### src/rtl/homography_responder.sv
// homography_responder: pipelined affine query responder with shadowed coefficients.
// Build macro HOMO_OOB_CNT_EN adds a saturating out-of-bounds result counter on oob_cnt.
module homography_responder #(
    parameter int SRC_W   = 640,
    parameter int SRC_H   = 480,
    parameter int FRAC    = 10,
    parameter int MEM_LAT = 2,
    parameter int ADDR_W  = 19
) (
    input  logic              clk_25,
    input  logic              rst,
    input  logic              start,
    input  logic [9:0]        query_x,
    input  logic [9:0]        query_y,
    output logic [9:0]        return_x,
    output logic [9:0]        return_y,
    output logic [4:0]        r,
    output logic [5:0]        g,
    output logic [4:0]        b,
    output logic              ready,
    output logic              mem_rd,
    output logic [ADDR_W-1:0] mem_addr,
    input  logic [15:0]       mem_rdata,
    input  logic              cfg_we,
    input  logic [2:0]        cfg_sel,
    input  logic [17:0]       cfg_data,
    input  logic              cfg_commit,
    output logic              busy,
    output logic [15:0]       oob_cnt
);
    // Handshake: start is a valid with no backpressure, one query per cycle; ready is a
    // one-cycle result valid per accepted query, in issue order. mem_rdata is sampled
    // MEM_LAT clock edges after the edge that launched mem_rd.

    localparam int CW = 18;
    localparam int PW = 29;
    localparam int SW = 31;
    localparam logic signed [CW-1:0] COEF_ONE = CW'(1 << FRAC);

    typedef enum logic [0:0] {C_IDLE, C_PEND} cfg_state_t;

    typedef struct packed {
        logic       v;
        logic       inb;
        logic [9:0] x;
        logic [9:0] y;
    } tag_t;

    cfg_state_t             cfg_state;
    logic signed [CW-1:0]   shadow_q   [6];
    logic signed [CW-1:0]   active_q   [6];
    logic signed [CW-1:0]   shadow_nxt [6];
    logic                   pipe_busy;
    logic                   apply;

    logic                   s1_v;
    logic [9:0]             s1_x, s1_y;
    logic signed [PW-1:0]   s1_ax, s1_by, s1_dx, s1_ey;
    logic signed [CW-1:0]   s1_c, s1_f;
    logic signed [10:0]     qx_s, qy_s;

    logic signed [SW-1:0]   sum_u, sum_v, u_full, v_full;
    logic                   uv_inb;

    logic                   s2_v, s2_inb;
    logic [9:0]             s2_x, s2_y;
    logic [ADDR_W-1:0]      s2_col, s2_row;

    tag_t                   tag_q [MEM_LAT];
    tag_t                   last;

    // A write in the same cycle as the copy must land, so the copy reads the post-write set.
    always_comb begin
        for (int i = 0; i < 6; i++) begin
            shadow_nxt[i] = shadow_q[i];
            if (cfg_we && cfg_sel == 3'(i)) begin
                shadow_nxt[i] = $signed(cfg_data);
            end
        end
    end

    assign apply = (cfg_state == C_PEND) && !start && !pipe_busy;

    always_ff @(posedge clk_25) begin
        if (rst) begin
            cfg_state <= C_IDLE;
            for (int i = 0; i < 6; i++) begin
                shadow_q[i] <= (i == 0 || i == 4) ? COEF_ONE : '0;
                active_q[i] <= (i == 0 || i == 4) ? COEF_ONE : '0;
            end
        end else begin
            for (int i = 0; i < 6; i++) begin
                shadow_q[i] <= shadow_nxt[i];
            end
            case (cfg_state)
                C_IDLE: begin
                    if (cfg_commit) cfg_state <= C_PEND;
                end
                C_PEND: begin
                    if (apply) begin
                        for (int i = 0; i < 6; i++) begin
                            active_q[i] <= shadow_nxt[i];
                        end
                        cfg_state <= C_IDLE;
                    end
                end
                default: cfg_state <= C_IDLE;
            endcase
        end
    end

    assign qx_s = $signed({1'b0, query_x});
    assign qy_s = $signed({1'b0, query_y});

    always_ff @(posedge clk_25) begin
        if (rst) begin
            s1_v <= 1'b0;
        end else begin
            s1_v <= start;
            if (start) begin
                s1_x  <= query_x;
                s1_y  <= query_y;
                s1_ax <= PW'(active_q[0]) * PW'(qx_s);
                s1_by <= PW'(active_q[1]) * PW'(qy_s);
                s1_c  <= active_q[2];
                s1_dx <= PW'(active_q[3]) * PW'(qx_s);
                s1_ey <= PW'(active_q[4]) * PW'(qy_s);
                s1_f  <= active_q[5];
            end
        end
    end

    always_comb begin
        sum_u  = SW'(s1_ax) + SW'(s1_by) + SW'(s1_c);
        sum_v  = SW'(s1_dx) + SW'(s1_ey) + SW'(s1_f);
        u_full = sum_u >>> FRAC;
        v_full = sum_v >>> FRAC;
        uv_inb = !u_full[SW-1] && (u_full < SW'(SRC_W)) &&
                 !v_full[SW-1] && (v_full < SW'(SRC_H));
    end

    always_ff @(posedge clk_25) begin
        if (rst) begin
            s2_v <= 1'b0;
        end else begin
            s2_v <= s1_v;
            if (s1_v) begin
                s2_inb <= uv_inb;
                s2_x   <= s1_x;
                s2_y   <= s1_y;
                s2_col <= ADDR_W'(u_full);
                s2_row <= ADDR_W'(v_full);
            end
        end
    end

    // Out-of-bounds queries and bubbles leave mem_addr at its last read address.
    always_ff @(posedge clk_25) begin
        if (rst) begin
            mem_rd   <= 1'b0;
            mem_addr <= '0;
            for (int i = 0; i < MEM_LAT; i++) begin
                tag_q[i] <= '0;
            end
        end else begin
            mem_rd <= s2_v && s2_inb;
            if (s2_v && s2_inb) begin
                mem_addr <= s2_row * ADDR_W'(SRC_W) + s2_col;
            end
            tag_q[0] <= {s2_v, s2_inb, s2_x, s2_y};
            for (int i = 1; i < MEM_LAT; i++) begin
                tag_q[i] <= tag_q[i-1];
            end
        end
    end

    assign last = tag_q[MEM_LAT-1];

    always_ff @(posedge clk_25) begin
        if (rst) begin
            ready    <= 1'b0;
            return_x <= '0;
            return_y <= '0;
            r        <= '0;
            g        <= '0;
            b        <= '0;
        end else begin
            ready <= last.v;
            if (last.v) begin
                return_x <= last.x;
                return_y <= last.y;
                r        <= last.inb ? mem_rdata[15:11] : 5'd0;
                g        <= last.inb ? mem_rdata[10:5]  : 6'd0;
                b        <= last.inb ? mem_rdata[4:0]   : 5'd0;
            end
        end
    end

    always_comb begin
        pipe_busy = s1_v | s2_v;
        for (int i = 0; i < MEM_LAT; i++) begin
            pipe_busy = pipe_busy | tag_q[i].v;
        end
    end

    assign busy = pipe_busy | (cfg_state == C_PEND);

`ifdef HOMO_OOB_CNT_EN
    always_ff @(posedge clk_25) begin
        if (rst || apply) begin
            oob_cnt <= '0;
        end else if (last.v && !last.inb && oob_cnt != 16'hFFFF) begin
            oob_cnt <= oob_cnt + 16'd1;
        end
    end
`else
    assign oob_cnt = '0;
`endif

endmodule

### config.mk
export PLATFORM = sky130hd
export DESIGN_NAME = homography_responder
export DESIGN_NICKNAME = d
export VERILOG_FILES = /design/src/rtl/homography_responder.sv
export SDC_FILE = /design/constraint.sdc
export NUM_CORES = 2
export LEC_CHECK = 0
export BUFFER_PORTS_ARGS = -buffer_cell sky130_fd_sc_hd__buf_2
export CORE_MARGIN = 3
export CORE_UTILIZATION = 36
export CTS_BUF_LIST = sky130_fd_sc_hd__clkbuf_4 sky130_fd_sc_hd__clkbuf_8 sky130_fd_sc_hd__clkbuf_16
export DETAILED_ROUTE_END_ITERATION = 8
export PLACE_DENSITY = 0.51
export SYNTH_ARGS = -nofsm -noshare
export SYNTH_HDL_FRONTEND = slang
export SYNTH_SLANG_ARGS = --single-unit
### constraint.sdc
create_clock -name clk_25 -period 12.9 [get_ports clk_25]
set_input_delay 1.935 -clock clk_25 [delete_from_list [all_inputs] [get_ports clk_25]]
set_output_delay 1.935 -clock clk_25 [all_outputs]
set_load 0.03 [all_outputs]
Word level (Yosys, flattened, before mapping)

Memory sizes are Yosys's and may differ from the RTL's. A register that Yosys moved wholly into a read port is not among the register bits.
Index checks and enable logic that the tools add are counted.

ROM bits: 0
Output and inout bits: 74
Input bits: 62
Logic and storage cells: 114
Memories kept: 3
Bits in registers: 255
Bits in writable memories: 260
Bits in latches: 0

Eq/ne operators: 5
Muxes and demuxes: 33
$add $sub $neg: 5
Shift operators: 0
$lt $le $gt $ge: 2
Reductions and logical operators: 19
Multipliers: 5
Bitwise gates (word level): 20
Div/mod/pow operators: 0

Memories:

| memory   | depth | bits a word | rd ports | clocked after Yosys merged registers in | wr ports | RTL line | text |
|---|---|---|---|---|---|---|---|
| active_q | 6     | 18          | 6        | 2                                       | 6        | 51       | `logic signed [CW-1:0] active_q [6];` |
| shadow_q | 6     | 18          | 6        | 0                                       | 6        | 50       | `logic signed [CW-1:0] shadow_q [6];` |
| tag_q    | 2     | 22          | 2        | 0                                       | 2        | 69       | `tag_t tag_q [MEM_LAT];` |

Operators by type and width:

| kind                  | count |
|---|---|
| $mux 18               | 18 |
| $mul 18x11->29        | 4 |
| $add 30x18->31        | 2 |
| $add 29x29->30        | 2 |
| $mux 22               | 2 |
| $lt 21x10->1 const B  | 1 |
| $lt 21x11->1 const B  | 1 |
| $add 19x19->19        | 1 |
| $mul 19x3->12 const B | 1 |
| $or 1x1->1            | 18 |
| $logic_and 1x1->1     | 12 |
| $mux 5                | 2 |
| $mux 1                | 9 |
| $eq 3x2->1 const B    | 2 |
| $eq 3x3->1 const B    | 2 |
| $mux 6                | 1 |
| $logic_not 1->1       | 4 |
| $reduce_and 2->1      | 2 |
| $eq 3x1->1 const B    | 1 |
| $logic_not 3->1       | 1 |
| $not 1->1             | 2 |
| $pmux 1 s2            | 1 |

Longest topological paths before layout

Depth after elaboration: 10
Mapped depth: 25
Depth with buffers taken out: 23

Worst setup path after synthesis

Ideal clock, no wire load.

Kind: input-to-reg
From: input rst
To: register s1_ax[0] (enable)
Cell stages on the path: 3
Buffers on the path: 2
Path slack: 2.351 ns
Setup time: 0.723 ns
Data required time: 12.177 ns
Arrival: 9.827 ns
Cell sequence: clkbuf_1 clkbuf_1 nor2b_1

Cells in the longest elaborated chain, start to end: 2

Ends and longest elaborated chain:

| what                              | RTL line | text |
|---|---|---|
| from (decl)                       | 11       | `input logic rst,` |
| $not 1->1 (no source line)        | --       |  |
| $reduce_and 2->1 (no source line) | --       |  |
| to (signal assigned)              | 123      | `s1_ax <= PW'(active_q[0]) * PW'(qx_s);` |
| to (decl)                         | 58       | `logic signed [PW-1:0] s1_ax, s1_by, s1_dx, s1_ey;` |

No other way between the ends.
A chain may end at the register's enable or synchronous reset.

Worst setup path after layout

From: input query_y[2]
To: register s1_by[27] (data pin)

Cells in the longest elaborated chain, start to end: 1

Ends and longest elaborated chain:

| what                 | RTL line | text |
|---|---|---|
| from (decl)          | 14       | `input logic [9:0] query_y,` |
| $mul 18x11->29       | 124      | `s1_by <= PW'(active_q[1]) * PW'(qy_s);` |
| to (signal assigned) | 124      |  |
| to (decl)            | 58       |  |

No other way between the ends.

==> metrics.md <==
| Metric | Value |
|---|---|
| Die Height | 374.8 µm |
| Critical Path Most Common Cell | fa_1 |
| CP cell instances | buf_2 > buf_4 > nand2_1 > fa_1 > fa_1 > fa_1 > inv_1 > fa_1 > inv_1 > fa_1 > inv_1 > ha_1 > a21o_1 > or3_1 > o21ai_0 > o21a_1 > o31ai_1 > a221oi_1 > o21ai_0 > nor2_1 > o21bai_1 > xor2_1 |
| Antenna violation net count after detailed routing | 0 |
| Setup slack after layout | 5.350 ns |
| Fraction of layout cells with a size suffix above 1 | 5.706% |
| H-tree Lvls | 2 |
| PortBufs | 119 |
| CP Class | primary input to flip-flop |
| RSZ-0062 raised after global routing | false |
| FP Rows | 134 |
| Net Sw Frac | 44.56% |
| Max stage delay cell, worst path | fa_1 |
| Cell Area, Synth | 0.04898 mm² |
| Share of the synthesized area in the top cell type | 28.69% |
| Seq/Total Area, Yosys | 29.02% |
| Global route total overflow | 0 |
| CP Launch Type | primary input |
| Yosys top cell by area | fa_1 |
| Post-CTS Setup Inserts | 0 |
| Num CTS Buffers | 55 |
| Clk_lat worst skew | 0.65 ns |
| Average vias per placed instance | 4.758 |
| Most numerous cell in the Yosys netlist | inv_1 |
| Pwr dens | 209.4 mW/mm² |
| Final min period | 7.550 ns |
| Clock Skews | 0.03238 ns |
| # hold bufs at CTS | 0 |
| Sum of negative setup slack | 0 ns |
| Iteration-0 DRC Markers | 1501 |
| Global-route wire length before repair | 194700 µm |
| Crit path required time | 13.27 ns |
| # Max-Cap Violations | 0 |
| Per-cell routed wire length | 17.99 µm |
| Lkg Pwr | 24.36 nW |
| Endpoints failing setup | 0 |
| Area grow syn2layout | 8.471% |
| Post-synth EDFFs | 332 |
| Flops & latches, synth | 544 |
| Maximum clock rate | 132.4 MHz |
| Via count | 32.02k |
| Worst Tran Pin Value | 1.054 ns |
| Clk sinks | 544 |
| CTS clk-pin slew, worst paths | 0.06 ns |
| I/O pins | 136 |
| Clock Path Buffers | 3 |
| Syn avg cell area | 9.951 µm² |
| Filler Cells Inserted | 13.29k |
| CTS tree | done |
| Final hold violations | 0 |
| Pre-CTS WS | 4.738 ns |
| Critical Path AT | 7.92 ns |
| Slew Limit Fails | 0 |
| Top cells by count, synth | inv_1, nand2_1, fa_1 |
| Syn Inst Count | 4922 |
| Rel. slew slack | 29.67% |
| Sequential power share | 23.6% |
| Gate power share | 61.0% |
| Internal power | 0.006166 W |
| Core area | 0.1343 mm² |
| Hold/Removal Path Class | flip-flop to flip-flop |
| Crit-path max cell delay | 0.59 ns |
| Fin nets | 6023 |
| Die Footprint | 0.1405 mm² |
| Status | finished clean |
| Routability cong. | 0.8370 |
| Post-CTS Resized | 0 |
| Commonest register cell after synthesis | edfxtp_1 |
| Crit path capture type | flip-flop |
| Final HPWL DP | 90920 µm |
| Initial antenna violation count | 9 |
| Pre-Repair DR Iteration Count | 5 |
| Clock power share | 15.4% |
| Chip Width | 374.8 µm |
| Yosys warns | 0 |
| Vias in the first global route | 34.11k |
| Synth cell types | 80 |
| Largest net degree at the start of global routing | 148 |
| Async SR Flop Fraction | 0% |
| Starting Density | 36.47% |
| VDD IR max | 201.8 µV |
| P_sw | 0.004956 W |
| CP max FO | 37 |
| Drc violations | 0 |
| Routed WL | 121000 µm |
| Final period util | 58.53% |
| Root Buffer | clkbuf_16 |
| Global-route usage over all layers | 17.66% |
| Ranking of synthesized cells by area | fa_1, edfxtp_1, ha_1 |
[logic make-up (layout without fill, tap and decap cells)]
kind of cell	count (synthesis)	in the layout	synth area share, %
mux	23	23	0.4726
xor+xnor	166	166	2.969
flops	544	544	29.02
compound gates	486	486	6.131
other cells	1	17	0.007657
buf+inv	1158	1181	9.026
simple gates	1496	1496	14.84
fa+ha+maj	1048	1048	37.53
[routing by layer]
| metal | global-route usage [%] | vias to the layer above | share of wire, % |
|---|---|---|---|
| met5 | 0 | - | 0.022 |
| met4 | 3.588 | 4 | 2.0 |
| met3 | 2.402 | 145 | 4.3 |
| met2 | 30.49 | 572 | 49 |
| met1 | 23.73 | 16150 | 45 |
| li1 | - | 15140 | - |
[state kept, by name, indices dropped and copies added, names as in the netlist, 5 cells and up]
register / cells
r: 5
s2_x: 10
shadow_q: 108
s1_by: 29
return_y: 10
s2_y: 10
g: 6
s1_x: 10
s2_row: 12
mem_addr: 19
active_q: 108
s1_f: 18
s1_ax: 29
tag_q: 44
s1_c: 18
s2_col: 19
return_x: 10
s1_ey: 29
s1_y: 10
b: 5
s1_dx: 29
[worst paths after layout]
path	start	end	slack [ns]	depth (start not counted)
worst max register to register	active_q[1][7]	s1_by[27]	6.57	20
worst min-delay path	active_q[5][1]	s1_f[1]	0.40	0
worst max-delay path	query_y[2]	s1_by[27]	5.35	22
worst min register to register	active_q[5][1]	s1_f[1]	0.40	0
[critical path: cells and delay by family]
kind / cells / cell delay, ns
xor gates and xnor gates: 1 / 0.14
adders and majority gates: 6 / 2.87
AOI/OAI and AO/OA: 7 / 1.67
and+or+nand+nor: 3 / 0.59
buffers and inverters: 5 / 0.65
[layout by cell type, fill, tap and decap left out, types with 22 or more instances in the layout]
cell / synthesis / final
a21o_1: 56 / 56
a21oi_1: 255 / 255
and2_1: 328 / 328
buf_2: 5 / 118
buf_4: 16 / 25
clkbuf_16: 0 / 60
dfxtp_1: 212 / 211
edfxtp_1: 332 / 332
fa_1: 702 / 702
ha_1: 346 / 346
inv_1: 932 / 932
mux2i_1: 22 / 22
nand2_1: 706 / 706
nand3_1: 38 / 38
nor2_1: 121 / 120
nor2b_1: 191 / 189
nor3_1: 22 / 22
o21ai_0: 44 / 44
o21bai_1: 22 / 22
xnor2_1: 122 / 122
xor2_1: 44 / 44
[power groups by stage]
stage	combinational, W	clock (W)	sequential [W]
6_report	0.00678	0.00171	0.00263
5_1_grt	0.00768	0.00183	0.00266
4_1_cts	0.00688	0.00177	0.00265
3_5_place_dp	0.00682	0	0.00268
3_3_place_gp	0.00679	0	0.00268
2_1_floorplan	0.00503	0	0.00257
[through the flow]
stage / hold slack, ns / area [µm²] / instances / total power [W] / util [%]
after floorplan: 0.4003 / 49030 / 4937 / 0.007600 / -
after global placement: 0.4007 / 51160 / 6624 / 0.009477 / 38.09
after detailed placement: 0.4045 / 51160 / 6624 / 0.009502 / 38.09
after CTS: 0.3952 / 53120 / 6728 / 0.01130 / 39.56
after global routing: 0.3981 / 53120 / 6728 / 0.01217 / 39.56
final: 0.3995 / 53130 / 6729 / 0.01112 / 39.56
[final cells by class]
type / instances / area, µm² / area share [%]
multi-input cells: 3235 / 30420 / 57.27
well taps: 1768 / 2212 / 4.164
diodes: 1 / 2.502 / 0.004710
clock buffers: 74 / 1650 / 3.106
clock inverters: 30 / 314.1 / 0.5911
repair buffers: 145 / 809.5 / 1.524
inverters: 932 / 3498 / 6.585
flip-flops and latches: 544 / 14210 / 26.76
(Power assumes the default switching activity.)
